### src/rtl/switch_input_reader_pkg.sv
// Shared defaults and helpers for the switch input reader.
// Optional edge-flag outputs are enabled with SWITCH_INPUT_READER_EDGE_FLAGS_EN.
package switch_input_reader_pkg;

    localparam int SW_WIDTH           = 8;
    localparam int SW_SYNC_STAGES     = 2;
    localparam int SW_DEBOUNCE_CYCLES = 1000;

    // Action taken by the event register on a given edge.
    typedef enum logic [1:0] {
        EVT_HOLD  = 2'd0,
        EVT_LOAD  = 2'd1,
        EVT_MERGE = 2'd2,
        EVT_DRAIN = 2'd3
    } evt_op_t;

    // The counter must hold values 0 .. cycles.
    function automatic int cnt_width(input int cycles);
        return (cycles < 1) ? 1 : $clog2(cycles + 1);
    endfunction

endpackage

### src/rtl/switch_input_reader_if.sv
// Switch bank and change-event handshake between the reader and its consumer.
// Edge-flag signals exist only with SWITCH_INPUT_READER_EDGE_FLAGS_EN defined.
interface switch_input_reader_if
    import switch_input_reader_pkg::*;
#(
    parameter int WIDTH = SW_WIDTH
);

    logic             ena;
    logic [WIDTH-1:0] sw_in;
    logic [WIDTH-1:0] sw_stable;
    logic             evt_valid;
    logic             evt_ready;
    logic [WIDTH-1:0] evt_data;
    logic             evt_overrun;
`ifdef SWITCH_INPUT_READER_EDGE_FLAGS_EN
    logic [WIDTH-1:0] evt_rise;
    logic [WIDTH-1:0] evt_fall;
`endif

    modport master (
        input  ena,
        input  sw_in,
        input  evt_ready,
        output sw_stable,
        output evt_valid,
        output evt_data,
`ifdef SWITCH_INPUT_READER_EDGE_FLAGS_EN
        output evt_rise,
        output evt_fall,
`endif
        output evt_overrun
    );

    modport slave (
        output ena,
        output sw_in,
        output evt_ready,
        input  sw_stable,
        input  evt_valid,
        input  evt_data,
`ifdef SWITCH_INPUT_READER_EDGE_FLAGS_EN
        input  evt_rise,
        input  evt_fall,
`endif
        input  evt_overrun
    );

endinterface

### src/rtl/switch_input_reader_debounce.sv
// One switch bit: input synchronizer, debounce counter and stable flop.
// 'flip' is high in the cycle whose closing edge toggles 'stable'.
module sw_debounce_bit
    import switch_input_reader_pkg::*;
#(
    parameter int SYNC_STAGES     = SW_SYNC_STAGES,
    parameter int DEBOUNCE_CYCLES = SW_DEBOUNCE_CYCLES
) (
    input  logic clk,
    input  logic rst,
    input  logic ena,
    input  logic raw,
    output logic stable,
    output logic flip
);

    localparam int            CW       = cnt_width(DEBOUNCE_CYCLES);
    localparam logic [CW-1:0] CNT_LAST = CW'(DEBOUNCE_CYCLES - 1);

    logic [SYNC_STAGES-1:0] sync_p;
    logic                   sync_bit;
    logic [CW-1:0]          cnt;

    assign sync_bit = sync_p[SYNC_STAGES-1];

    // Synchronizer runs regardless of ena so the level is current when ena returns.
    always_ff @(posedge clk or posedge rst) begin
        if (rst) begin
            sync_p <= '0;
        end else begin
            sync_p <= {sync_p[SYNC_STAGES-2:0], raw};
        end
    end

    assign flip = ena && (sync_bit != stable) && (cnt == CNT_LAST);

    always_ff @(posedge clk or posedge rst) begin
        if (rst) begin
            cnt    <= '0;
            stable <= 1'b0;
        end else if (!ena) begin
            cnt    <= '0;
        end else if (sync_bit == stable) begin
            cnt    <= '0;
        end else if (cnt == CNT_LAST) begin
            stable <= sync_bit;
            cnt    <= '0;
        end else begin
            cnt    <= cnt + 1'b1;
        end
    end

endmodule

### src/rtl/switch_input_reader.sv
// Switch bank reader: per-bit debounce plus a coalescing change-event register.
// Define SWITCH_INPUT_READER_EDGE_FLAGS_EN to add evt_rise/evt_fall masks.
module switch_input_reader
    import switch_input_reader_pkg::*;
#(
    parameter int WIDTH           = SW_WIDTH,
    parameter int SYNC_STAGES     = SW_SYNC_STAGES,
    parameter int DEBOUNCE_CYCLES = SW_DEBOUNCE_CYCLES
) (
    input  logic                 clk,
    input  logic                 rst,
    switch_input_reader_if.master bus
);

    logic [WIDTH-1:0] stable;
    logic [WIDTH-1:0] flip;
    logic [WIDTH-1:0] next_stable;
    logic             upd;
    evt_op_t          op;

    logic             evt_valid_q;
    logic [WIDTH-1:0] evt_data_q;
    logic             evt_overrun_q;

    for (genvar i = 0; i < WIDTH; i++) begin : g_bit
        sw_debounce_bit #(
            .SYNC_STAGES    (SYNC_STAGES),
            .DEBOUNCE_CYCLES(DEBOUNCE_CYCLES)
        ) u_bit (
            .clk   (clk),
            .rst   (rst),
            .ena   (bus.ena),
            .raw   (bus.sw_in[i]),
            .stable(stable[i]),
            .flip  (flip[i])
        );
    end

    // All bits flipping on one edge become a single event carrying the new value.
    assign next_stable = stable ^ flip;
    assign upd         = |flip;

    always_comb begin
        op = EVT_HOLD;
        if (upd && (!evt_valid_q || bus.evt_ready)) begin
            op = EVT_LOAD;
        end else if (upd) begin
            op = EVT_MERGE;
        end else if (evt_valid_q && bus.evt_ready) begin
            op = EVT_DRAIN;
        end
    end

    always_ff @(posedge clk or posedge rst) begin
        if (rst) begin
            evt_valid_q   <= 1'b0;
            evt_data_q    <= '0;
            evt_overrun_q <= 1'b0;
        end else begin
            case (op)
                EVT_LOAD: begin
                    evt_valid_q   <= 1'b1;
                    evt_data_q    <= next_stable;
                    evt_overrun_q <= 1'b0;
                end
                EVT_MERGE: begin
                    evt_data_q    <= next_stable;
                    evt_overrun_q <= 1'b1;
                end
                EVT_DRAIN: begin
                    evt_valid_q   <= 1'b0;
                    evt_overrun_q <= 1'b0;
                end
                default: ;
            endcase
        end
    end

`ifdef SWITCH_INPUT_READER_EDGE_FLAGS_EN
    logic [WIDTH-1:0] rise_q;
    logic [WIDTH-1:0] fall_q;
    logic [WIDTH-1:0] rise_new;
    logic [WIDTH-1:0] fall_new;

    assign rise_new = next_stable & ~stable;
    assign fall_new = ~next_stable & stable;

    // Masks accumulate across coalesced updates so no transition is lost.
    always_ff @(posedge clk or posedge rst) begin
        if (rst) begin
            rise_q <= '0;
            fall_q <= '0;
        end else begin
            case (op)
                EVT_LOAD: begin
                    rise_q <= rise_new;
                    fall_q <= fall_new;
                end
                EVT_MERGE: begin
                    rise_q <= rise_q | rise_new;
                    fall_q <= fall_q | fall_new;
                end
                EVT_DRAIN: begin
                    rise_q <= '0;
                    fall_q <= '0;
                end
                default: ;
            endcase
        end
    end

    assign bus.evt_rise = rise_q;
    assign bus.evt_fall = fall_q;
`endif

    assign bus.sw_stable   = stable;
    assign bus.evt_valid   = evt_valid_q;
    assign bus.evt_data    = evt_data_q;
    assign bus.evt_overrun = evt_overrun_q;

endmodule

### src/flat_wrapper.sv
// flat-port wrapper written by rule: the top's interface ports become plain ports
module switch_input_reader_flat import switch_input_reader_pkg::*;
#(
    parameter int WIDTH           = SW_WIDTH,
    parameter int SYNC_STAGES     = SW_SYNC_STAGES,
    parameter int DEBOUNCE_CYCLES = SW_DEBOUNCE_CYCLES
)
  (clk, rst, bus_ena, bus_sw_in, bus_evt_ready, bus_sw_stable, bus_evt_valid, bus_evt_data, bus_evt_overrun);
  switch_input_reader_if #(.WIDTH(WIDTH)) bus_i ();
  input  logic clk;
  input  logic rst;
  input wire logic [$bits(bus_i.ena)-1:0] bus_ena;
  input wire logic [$bits(bus_i.sw_in)-1:0] bus_sw_in;
  input wire logic [$bits(bus_i.evt_ready)-1:0] bus_evt_ready;
  output wire logic [$bits(bus_i.sw_stable)-1:0] bus_sw_stable;
  output wire logic [$bits(bus_i.evt_valid)-1:0] bus_evt_valid;
  output wire logic [$bits(bus_i.evt_data)-1:0] bus_evt_data;
  output wire logic [$bits(bus_i.evt_overrun)-1:0] bus_evt_overrun;
  assign bus_i.ena = bus_ena;
  assign bus_i.sw_in = bus_sw_in;
  assign bus_i.evt_ready = bus_evt_ready;
  assign bus_sw_stable = bus_i.sw_stable;
  assign bus_evt_valid = bus_i.evt_valid;
  assign bus_evt_data = bus_i.evt_data;
  assign bus_evt_overrun = bus_i.evt_overrun;
  switch_input_reader #(.WIDTH(WIDTH), .SYNC_STAGES(SYNC_STAGES), .DEBOUNCE_CYCLES(DEBOUNCE_CYCLES)) u_core (.clk(clk), .rst(rst), .bus(bus_i));
endmodule
### config.mk
export PLATFORM = sky130hd
export DESIGN_NAME = switch_input_reader_flat
export DESIGN_NICKNAME = d
export VERILOG_FILES = /design/src/rtl/switch_input_reader_pkg.sv /design/src/rtl/switch_input_reader_if.sv /design/src/rtl/switch_input_reader_debounce.sv /design/src/rtl/switch_input_reader.sv /design/src/flat_wrapper.sv
export SDC_FILE = /design/constraint.sdc
export NUM_CORES = 1
export LEC_CHECK = 0
export CAP_MARGIN = 25
export CORE_UTILIZATION = 50
export DETAILED_ROUTE_END_ITERATION = 10
export GPL_TIMING_DRIVEN = 0
export PLACE_DENSITY = 0.69
export RECOVER_POWER = 50
export SETUP_SLACK_MARGIN = 0.3
export SYNTH_ARGS = -nofsm -noshare
export SYNTH_HDL_FRONTEND = slang
export SYNTH_SLANG_ARGS = --single-unit
### constraint.sdc
create_clock -name clk -period 5.1 [get_ports clk]
set_clock_uncertainty 0.15 [all_clocks]
set_input_delay 0.765 -clock clk [delete_from_list [all_inputs] [get_ports clk]]
set_output_delay 0.765 -clock clk [all_outputs]
set_load 0.05 [all_outputs]
==> qor_table.md, run 1 <==
| Parameter | This run |
|---|---|
| Most instantiated library cell after synthesis | sky130_fd_sc_hd__dfrtp_1 |
| Max-cap violations | 1 |
| Post-route non-filler standard cell count | 655 |
| Flip-flop and latch count after synthesis | 114 |
| Longest Clk Path Bufs | 2 |
| Number of core rows | 36 |
| Hold Vio Cnt, Final | 0 |
| Mapped Avg Cell Area | 10.8 µm² |
| Violation count after the first detailed-route iteration | 89 |
| Number of antenna violations at the first check in global routing | 0 |
| Post-synth top area cell | sky130_fd_sc_hd__dfrtp_1 |
| Period utilisation layout | 54.2% |
| Most numerous cell types in the synthesized netlist | 114 x sky130_fd_sc_hd__dfrtp_1, 78 x sky130_fd_sc_hd__nor2_1, 43 x sky130_fd_sc_hd__xor2_1 |
| Measured slew at the worst slew-check pin | 1.90 ns |
| Hold Worst Slack | 0.196 ns |
| Final Instance Area | 6060 µm² |
| Launch instance of the worst min-delay path | u_core.g_bit[0].u_bit.sync_p[0] |
| Worst-skew pair later-pin latency | 0.53 ns |
| IO Count | 30 |
| ANT nets after route | 0 |
| Worst Setup Slack post-DPL | 2.02 ns |
| Failing checks | max-capacitance violations, max-slew violations |
| Worst-case headroom to the max-slew limit | -27.6% |
| Worst path cell trace | buf_4 > clkdlybuf4s50_1 |
| Slowest stage cell on the critical path | sky130_fd_sc_hd__clkdlybuf4s50_1 |
| Vias in the first global route | 3290 |
| Min-Delay Path Class | flop to flop |
| Delay of the slowest cell on the worst path | 0.80 ns |
| Setup repair after global routing missed its margin | false |
| Nets@finish | 529 |
| Area of the mapped netlist | 4980 µm² |
| Core Area | 9730 µm² |
| CP Max Fanout | 3 |
| Fraction of layout instances using a drive strength above 1 | 12.5% |
| Port Buf Inserts | 29 |
| Clock root buffer | sky130_fd_sc_hd__clkbuf_8 |
| Die outline area | 10400 µm² |
| Worst hold path stage count | 0 |
| Hold Path Sink | u_core.g_bit[0].u_bit.sync_p[1] |
| Global routing usage summed across all routing layers | 19.1% |
| First-pass GRT wire length | 14700 µm |
| Number of remaining DRC errors | 0 |
| Reg2Reg Depth | 6 |
| Total number of vias | 3290 |
| Reg-to-reg endpoint | u_core.bus.evt_data[7] |
| 1st-pass router iterations | 4 |
| Cells resized by post-CTS repair | 0 |
| Cell area after placement | 5470 µm² |
| Total clock buffers created by CTS | 17 |
| Maximum number of pins on one net before global-route repair | 74 |
| Power per unit of standard cell area | 358 nW/µm² |
| Total setup violations reported at the end of the flow | 0 |
| Vias per cell | 5.02 |
| Syn Inst Count | 460 |
| Area delta synth->final | 21.6% |
| Die extent in x | 102 µm |
| DP Wirelength | 5530 µm |
| Post-placement cell count | 623 |
| Design Power | 2170 µW |
| Clock slew at the register clock pins of the worst setup and hold paths | 0.06 ns |
| Most used flip-flop cell after synthesis | sky130_fd_sc_hd__dfrtp_1 |
| Synthesized Nets | 480 |
| Effective utilization at floorplan | 51.2% |
| VDD IR max | 0.000268 V |
| Startpoint types | flop |
| Time the worst path needs with I/O delays and setup | 2.77 ns |
| Maximum achievable frequency | 0.362 GHz |
| Wire length reported by the detailed router | 8870 µm |
| Final slew viol count | 42 |
| Async set or reset register ratio after synthesis | 100% |
| Height of the chip | 102 µm |
| Fraction of synthesized cell area taken by the top area cell type | 57.2% |
| Drt wl/cell | 13.5 µm |
| Postcts setup bufs | 0 |
| Count of hold-fix buffers inserted at cts | 0 |
| Critical path required time | 4.18 ns |
| Worst r2r src | u_core.g_bit[1].u_bit.cnt[0] |
| Post-layout worst setup margin | 2.33 ns |
| Post-synth cell types | 31 |
| Crit path DAT | 1.85 ns |
| Total leakage power | 0.00271 µW |
| Critical path class | flop to output pin |
| Synth warn | 0 |
| GPL Wtd Cong | 0.740 |
| Number of antenna diodes | 0 |
| Count of flip-flops with a built-in enable after synthesis | 0 |
| Cell types occupying the most area after synthesis | sky130_fd_sc_hd__dfrtp_1 57%, sky130_fd_sc_hd__xor2_1 7.6%, sky130_fd_sc_hd__nor2_1 5.9% |
| Sinks on Clock Net | 114 |
| Status | finished with violations |
| Total global routing overflow | 0 |
| CTS tree | done |
| CTS H-tree depth | 4 |
| Flop2flop setup slack | 2.67 ns |
| Sort of element at the end of the critical path | output pin |
| Share of synthesized area occupied by flip-flops and latches | 57.2% |
-- power breakdown --
part / internal, µW / switching, µW / leakage, µW / total (µW)
sequential: 918 / 9.00 / 0.00155 / 927
clock: 753 / 425 / 0.000283 / 1180
combinational: 20.4 / 42.5 / 0.000877 / 62.9
total: 1690 / 476 / 0.00271 / 2170
-- area by class of cell --
class,count,area [µm²]
buffer,18,98.8
clock buffer,18,428
clock inverter,14,163
fill,803,3670
inverter,14,53.8
multi-input combinational,314,1980
sequential,114,2850
tap,133,166
timing repair buffer,30,318
-- routing by layer --
metal	part of all wire [%]	vias up	global-route usage (%)	wire length [µm]
li1	-	1630	-	-
met1	46	1594	22.6	4100
met2	47	46	30.2	4200
met3	4.0	20	5.95	354
met4	2.4	0	12.2	216
met5	0	-	0	0
-- registers in the layout (all words and copies together), names as in the netlist --
| register | flops |
|---|---|
| u_core.g_bit.u_bit.stable | 8 |
| u_core.g_bit.u_bit.cnt | 80 |
| u_core.bus.evt_valid | 1 |
| u_core.g_bit.u_bit.sync_p | 16 |
| u_core.bus.evt_data | 8 |
| u_core.bus.evt_overrun | 1 |
-- cell families after synthesis --
logic type / count (synthesis) / share of synthesized area [%]
and+or+nand+nor: 205 / 20.1
DFF: 114 / 57.2
xor gates and xnor gates: 65 / 11.4
buffers and inverters: 32 / 3.04
AOI/OAI and AO/OA: 20 / 2.59
muxes: 16 / 3.59
adders and majority gates: 8 / 2.01
-- worst max-delay path by stage --
stage | from | endpoint
2_1_floorplan | rst | u_core.bus.evt_data[0]
3_3_place_gp | rst | u_core.g_bit[2].u_bit.cnt[5]
3_5_place_dp | bus_ena | u_core.g_bit[6].u_bit.cnt[7]
4_1_cts | u_core.g_bit[7].u_bit.stable | bus_sw_stable[7]
5_1_grt | u_core.g_bit[7].u_bit.stable | bus_sw_stable[7]
6_report | u_core.g_bit[7].u_bit.stable | bus_sw_stable[7]
-- critical path: cells and delay by family, from the launching register on --
kind / cells / cell delay, ns
buffers and inverters: 2 / 0.93
flip-flops: 1 / 0.39
-- metrics by stage --
stage | setup TNS, ns | util (%)
4_1_cts | 0 | 62.3
3_5_place_dp | 0 | 56.2
3_3_place_gp | -46.78 | 55.9
2_1_floorplan | 0 | -
6_report | 0 | 62.3
5_1_grt | 0 | 62.3
-- layout by cell type (no fill, tap or decap), drive strengths merged, types with 9 or more instances in the layout --
| master | Yosys | layout |
|---|---|---|
| inv | 14 | 14 |
| dlygate4sd3 | 0 | 9 |
| nand3 | 33 | 33 |
| xor2 | 43 | 43 |
| and3 | 19 | 19 |
| clkdlybuf4s50 | 0 | 20 |
| clkbuf | 9 | 27 |
| xnor2 | 22 | 22 |
| buf | 9 | 10 |
| nor2 | 78 | 78 |
| dfrtp | 114 | 114 |
| mux2 | 15 | 15 |
| nand2 | 29 | 29 |
Power figures use the tool's default switching activity.
==> run 2: changes to the inputs <==
==> constraint.sdc (replaced) <==
create_clock -name clk -period 2.8 [get_ports clk]
set_clock_uncertainty 0.15 [all_clocks]
set_input_delay 0.42 -clock clk [delete_from_list [all_inputs] [get_ports clk]]
set_output_delay 0.42 -clock clk [all_outputs]
set_load 0.05 [all_outputs]
==> run 2 against run 1 <==
The run still ends with max-capacitance violations, max-slew violations left; global-route usage grew 0.35 points; non-clock buffer count grew 3; design area grew 0.64%; first-iteration DRC count shrank 13%; combinational power grew 86%; setup slack lost 2.0 ns; critical path depth is the same; die area is the same; core utilization grew 0.40 points; power grew 80%; clock power grew 77%; highest routed layer unchanged.
==> qor_table.md, run 2 (synthesis results as in run 1) <==
| Parameter | This run |
|---|---|
| Core Area | 9730 µm² |
| Area delta synth->final | 22.4% |
| Sinks on Clock Net | 114 |
| Cell area after placement | 5490 µm² |
| Clock root buffer | sky130_fd_sc_hd__clkbuf_8 |
| Period utilisation layout | 86.6% |
| Maximum achievable frequency | 0.413 GHz |
| Largest reg by FF count | u_core.g_bit.u_bit.cnt |
| Number of antenna diodes | 0 |
| Post-layout utilization of the core | 62.7% |
| GPL Wtd Cong | 0.775 |
| Worst-case headroom to the max-slew limit | -3.09% |
| Startpoint types | flop |
| Delay of the slowest cell on the worst path | 0.82 ns |
| Final slew viol count | 33 |
| Longest Clk Path Bufs | 2 |
| 1st-pass router iterations | 4 |
| Worst-skew pair later-pin latency | 0.52 ns |
| Reg2Reg Depth | 7 |
| IO Count | 30 |
| Post-route non-filler standard cell count | 658 |
| Total number of vias | 3315 |
| First-pass GRT wire length | 14900 µm |
| Hold Vio Cnt, Final | 0 |
| Total negative setup slack | 0 ns |
| Final Instance Area | 6100 µm² |
| Port Buf Inserts | 29 |
| Maximum number of pins on one net before global-route repair | 43 |
| Total leakage power | 0.00273 µW |
| Worst path cell trace | buf_4 > clkdlybuf4s50_1 |
| Vias in the first global route | 3342 |
| Total setup violations reported at the end of the flow | 0 |
| Crit path DAT | 1.85 ns |
| Time the worst path needs with I/O delays and setup | 2.42 ns |
| Die extent in x | 102 µm |
| Fraction of layout instances using a drive strength above 1 | 12.8% |
| Drt wl/cell | 13.4 µm |
| Power per unit of standard cell area | 639 nW/µm² |
| Number of core rows | 36 |
| Most frequent standard cell in the layout excluding fill and tap cells | sky130_fd_sc_hd__dfrtp_1 |
| Flip-flop count of the largest register after layout | 80 |
| Number of antenna violations at the first check in global routing | 0 |
| Measured slew at the worst slew-check pin | 1.54 ns |
| VDD IR max | 0.000464 V |
| Slowest stage cell on the critical path | sky130_fd_sc_hd__clkdlybuf4s50_1 |
| Min-Delay Path Class | flop to flop |
| Post-placement cell count | 624 |
| Wire length reported by the detailed router | 8800 µm |
| CTS tree | done |
| CP Max Fanout | 3 |
| ANT nets after route | 0 |
| Effective utilization at floorplan | 51.2% |
| Cells resized by post-CTS repair | 0 |
| Height of the chip | 102 µm |
| Critical path class | flop to output pin |
| Max-cap violations | 1 |
| Registers with the most flip-flops | u_core.g_bit.u_bit.cnt (80), u_core.g_bit.u_bit.sync_p (16) |
| Nets@finish | 532 |
| Top library cells by usage in the layout, fill and taps aside | 114 x sky130_fd_sc_hd__dfrtp_1, 78 x sky130_fd_sc_hd__nor2_1, 43 x sky130_fd_sc_hd__xor2_1, 33 x sky130_fd_sc_hd__nand3_1, 29 x sky130_fd_sc_hd__nand2_1 |
| CTS H-tree depth | 4 |
| Setup repair after global routing missed its margin | false |
| Vias per cell | 5.04 |
| Failing checks | max-capacitance violations, max-slew violations |
| Total clock buffers created by CTS | 17 |
| DP Wirelength | 5620 µm |
| Status | finished with violations |
| Total global routing overflow | 0 |
| Global routing usage summed across all routing layers | 19.4% |
| Clock slew at the register clock pins of the worst setup and hold paths | 0.05 ns |
| Sort of element at the end of the critical path | output pin |
| Count of hold-fix buffers inserted at cts | 0 |
| Die outline area | 10400 µm² |
| Worst hold path stage count | 0 |
| Number of remaining DRC errors | 0 |
| Violation count after the first detailed-route iteration | 77 |
| Critical path required time | 2.23 ns |
run 2: routing by layer:
| layer | routed length, µm | GRT usage (%) |
|---|---|---|
| met4 | 104 | 8.35 |
| met5 | 0 | 0 |
| met1 | 4040 | 23.6 |
| met2 | 4310 | 31.4 |
| met3 | 339 | 7.05 |
run 2: critical path: cells and delay by family (launching register included):
kind	cells	cell delay (ns)
buffers and inverters	2	0.95
DFF	1	0.39
run 2: final timing paths:
kind                                                 start                         endpoint  slack [ns]
setup / recovery              u_core.g_bit[7].u_bit.stable                 bus_sw_stable[7]        0.38
hold / removal             u_core.g_bit[4].u_bit.sync_p[0]  u_core.g_bit[4].u_bit.sync_p[1]        0.20
setup reg to reg              u_core.g_bit[0].u_bit.cnt[0]           u_core.bus.evt_data[7]        0.45
hold reg to reg            u_core.g_bit[4].u_bit.sync_p[0]  u_core.g_bit[4].u_bit.sync_p[1]        0.20
max in group asynchronous                              rst  u_core.g_bit[2].u_bit.sync_p[1]        1.12
min in group asynchronous                              rst     u_core.g_bit[6].u_bit.cnt[8]        0.57
run 2: area by class of cell:
class	count	area, µm²
Clock buffer	23	487
Timing Repair Buffer	33	358
Multi-Input combinational cell	314	1980
Sequential cell	114	2850
Buffer	18	98.8
Clock inverter	9	103
Tap cell	133	166
Fill cell	788	3630
Inverter	14	53.8
run 2: what timing repair did:
action                                 4_1_cts  5_1_grt
endpoints found under the hold margin        0        0
setup buffers                                0        2
setup endpoints to repair                    0        8
run 2: stage by stage:
stage | worst slack [ns] | total power, µW | hold slack (ns)
floorplan | 0.765 | 1790 | 0.181
global route | 0.303 | 4060 | 0.207
detailed placement | 0.113 | 1840 | 0.185
CTS | 0.310 | 3950 | 0.166
finish | 0.376 | 3900 | 0.196
global placement | -0.215 | 1830 | 0.182
run 2: power breakdown:
part / switching, µW / internal (µW) / leakage [µW]
logic: 77.7 / 38.9 / 0.000897
clock network: 714 / 1380 / 0.000286
registers: 16.6 / 1670 / 0.00155
==> run 3: changes to the inputs <==
==> constraint.sdc (replaced) <==
create_clock -name clk -period 2.32 [get_ports clk]
set_clock_uncertainty 0.15 [all_clocks]
set_input_delay 0.348 -clock clk [delete_from_list [all_inputs] [get_ports clk]]
set_output_delay 0.348 -clock clk [all_outputs]
set_load 0.05 [all_outputs]
==> run 3 against run 2 <==
The run now ends clean; non-clock buffer count grew 7; critical path depth rose by 5; die area did not move; clock power is 20% higher; critical path type is now flop to flop; critical endpoint is now u_core.bus.evt_data[1].
==> qor_table.md, run 3 (synthesis results as in run 1) <==
| Parameter | This run |
|---|---|
| Flip-flop count of the largest register after layout | 80 |
| 1st-pass router iterations | 4 |
| Die outline area | 10400 µm² |
| Area delta synth->final | 23.5% |
| Worst-case headroom to the max-slew limit | 56.6% |
| Total global routing overflow | 0 |
| Number of remaining DRC errors | 0 |
| Min-Delay Path Class | flop to flop |
| ANT nets after route | 0 |
| Worst hold path stage count | 0 |
| Registers with the most flip-flops | u_core.g_bit.u_bit.cnt (80), u_core.g_bit.u_bit.sync_p (16) |
| Height of the chip | 102 µm |
| Clock slew at the register clock pins of the worst setup and hold paths | 0.05 ns |
| Design Power | 4680 µW |
| CP Max Fanout | 6 |
| CTS H-tree depth | 4 |
| Vias in the first global route | 3279 |
| Drt wl/cell | 13.3 µm |
| Sinks on Clock Net | 114 |
| Most frequent standard cell in the layout excluding fill and tap cells | sky130_fd_sc_hd__dfrtp_1 |
| Effective utilization at floorplan | 51.2% |
| Maximum achievable frequency | 0.435 GHz |
| Critical path required time | 2.56 ns |
| Setup repair after global routing missed its margin | true |
| Die extent in x | 102 µm |
| Power per unit of standard cell area | 761 nW/µm² |
| Time the worst path needs with I/O delays and setup | 2.30 ns |
| Top library cells by usage in the layout, fill and taps aside | 114 x sky130_fd_sc_hd__dfrtp_1, 78 x sky130_fd_sc_hd__nor2_1, 43 x sky130_fd_sc_hd__xor2_1, 33 x sky130_fd_sc_hd__nand3_1, 29 x sky130_fd_sc_hd__nand2_1 |
| Reg2Reg Depth | 7 |
| Fill cell count | 781 |
| IO Count | 30 |
| Wire length reported by the detailed router | 8820 µm |
| Final slew viol count | 0 |
| Vias per cell | 5.08 |
| Total setup violations reported at the end of the flow | 0 |
| Number of antenna violations at the first check in global routing | 0 |
| Global routing usage summed across all routing layers | 19.0% |
| Total number of vias | 3370 |
| Worst-skew pair later-pin latency | 0.51 ns |
| GPL Wtd Cong | 0.753 |
| Measured slew at the worst slew-check pin | 0.651 ns |
| Crit path DAT | 2.54 ns |
| Status | completed |
| Maximum number of pins on one net before global-route repair | 44 |
| Flop2flop setup slack | 0.02 ns |
| Core Area | 9730 µm² |
| Fraction of layout instances using a drive strength above 1 | 16.8% |
| Reg-to-reg endpoint | u_core.bus.evt_data[1] |
| Total leakage power | 0.00281 µW |
| Post-layout utilization of the core | 63.3% |
| Hold Worst Slack | 0.194 ns |
| Longest Clk Path Bufs | 2 |
| Launch instance of the worst min-delay path | u_core.g_bit[1].u_bit.sync_p[0] |
| Port Buf Inserts | 29 |
| Sort of element at the end of the critical path | flop |
| Worst r2r src | u_core.g_bit[0].u_bit.cnt[0] |
| Period utilisation layout | 99.1% |
| CTS tree | done |
| Startpoint types | flop |
| Clock root buffer | sky130_fd_sc_hd__clkbuf_8 |
| DP Wirelength | 5620 µm |
| Critical path class | flop to flop |
| Number of core rows | 36 |
| Number of antenna diodes | 0 |
| Hold Vio Cnt, Final | 0 |
| Nets@finish | 539 |
| Total clock buffers created by CTS | 17 |
| Max-cap violations | 0 |
| First-pass GRT wire length | 14800 µm |
| Hold Path Sink | u_core.g_bit[1].u_bit.sync_p[1] |
| VDD IR max | 0.000501 V |
| Largest reg by FF count | u_core.g_bit.u_bit.cnt |
| Violation count after the first detailed-route iteration | 111 |
## run 3: worst max path at each step
stage / start / end / slack, ns / cells after the start
after CTS: u_core.g_bit[0].u_bit.cnt[1] / u_core.bus.evt_data[1] / 0.07 / 7
after global placement: rst / u_core.g_bit[2].u_bit.cnt[8] / -0.63 / 2
final: u_core.g_bit[0].u_bit.cnt[0] / u_core.bus.evt_data[1] / 0.02 / 7
after floorplan: u_core.g_bit[0].u_bit.cnt[0] / u_core.bus.evt_data[0] / 0.30 / 6
after global routing: u_core.g_bit[1].u_bit.cnt[0] / u_core.bus.evt_data[6] / -0.04 / 7
after detailed placement: bus_ena / u_core.g_bit[6].u_bit.cnt[9] / -0.26 / 7
## run 3: metrics by stage
| stage | std cells | cell area [µm²] | setup TNS [ns] | setup WS (ns) |
|---|---|---|---|---|
| 6_report | 664 | 6160 | 0 | 0.0211 |
| 5_1_grt | 664 | 6160 | -0.203 | -0.0356 |
| 4_1_cts | 664 | 6200 | 0 | 0.0668 |
| 3_5_place_dp | 625 | 5510 | -6.99 | -0.256 |
| 3_3_place_gp | 622 | 5450 | -76.57 | -0.632 |
| 2_1_floorplan | 460 | 4990 | 0 | 0.303 |
## run 3: where the power goes
group | leakage, µW | internal (µW) | switching (µW)
Sequential | 0.00155 | 2020 | 19.9
Combinational | 0.000980 | 47.7 | 95.0
Clock | 0.000281 | 1620 | 880
## run 3: worst max-delay path, stage by stage (launching register included)
cell and delay (ns):
sky130_fd_sc_hd__dfrtp_1 0.41, sky130_fd_sc_hd__ha_4 0.17, sky130_fd_sc_hd__nand4b_1 0.15, sky130_fd_sc_hd__nor4_4 0.06
sky130_fd_sc_hd__a222oi_1 0.63, sky130_fd_sc_hd__o211ai_4 0.16, sky130_fd_sc_hd__buf_12 0.17, sky130_fd_sc_hd__mux2_2 0.27
## run 3: what timing repair did
item	in CTS	in global routing
setup endpoints to repair	42	32
hold buffers	1	0
endpoints found under the hold margin	8	0
setup buffers	7	0
pin swaps	3	3
gates resized for setup	38	10
## run 3: layer usage
| layer | up-vias | share of wire [%] | global-route usage (%) | wire length, µm |
|---|---|---|---|---|
| li1 | 1644 | - | - | - |
| met3 | 12 | 2.8 | 5.88 | 247 |
| met4 | 0 | 1.2 | 8.57 | 109 |
| met2 | 57 | 49 | 30.6 | 4320 |
| met5 | - | 0 | 0 | 0 |
| met1 | 1657 | 47 | 23.8 | 4140 |
## run 3: layout make-up
class / instances / area (µm²) / area share, %
repair buffers: 40 / 372 / 6.04
multi-input cells: 314 / 2030 / 33.0
clock buffers: 21 / 469 / 7.62
inverters: 14 / 53.8 / 0.874
well taps: 133 / 166 / 2.70
flip-flops and latches: 114 / 2850 / 46.3
plain buffers: 18 / 101 / 1.65
clock inverters: 10 / 108 / 1.75
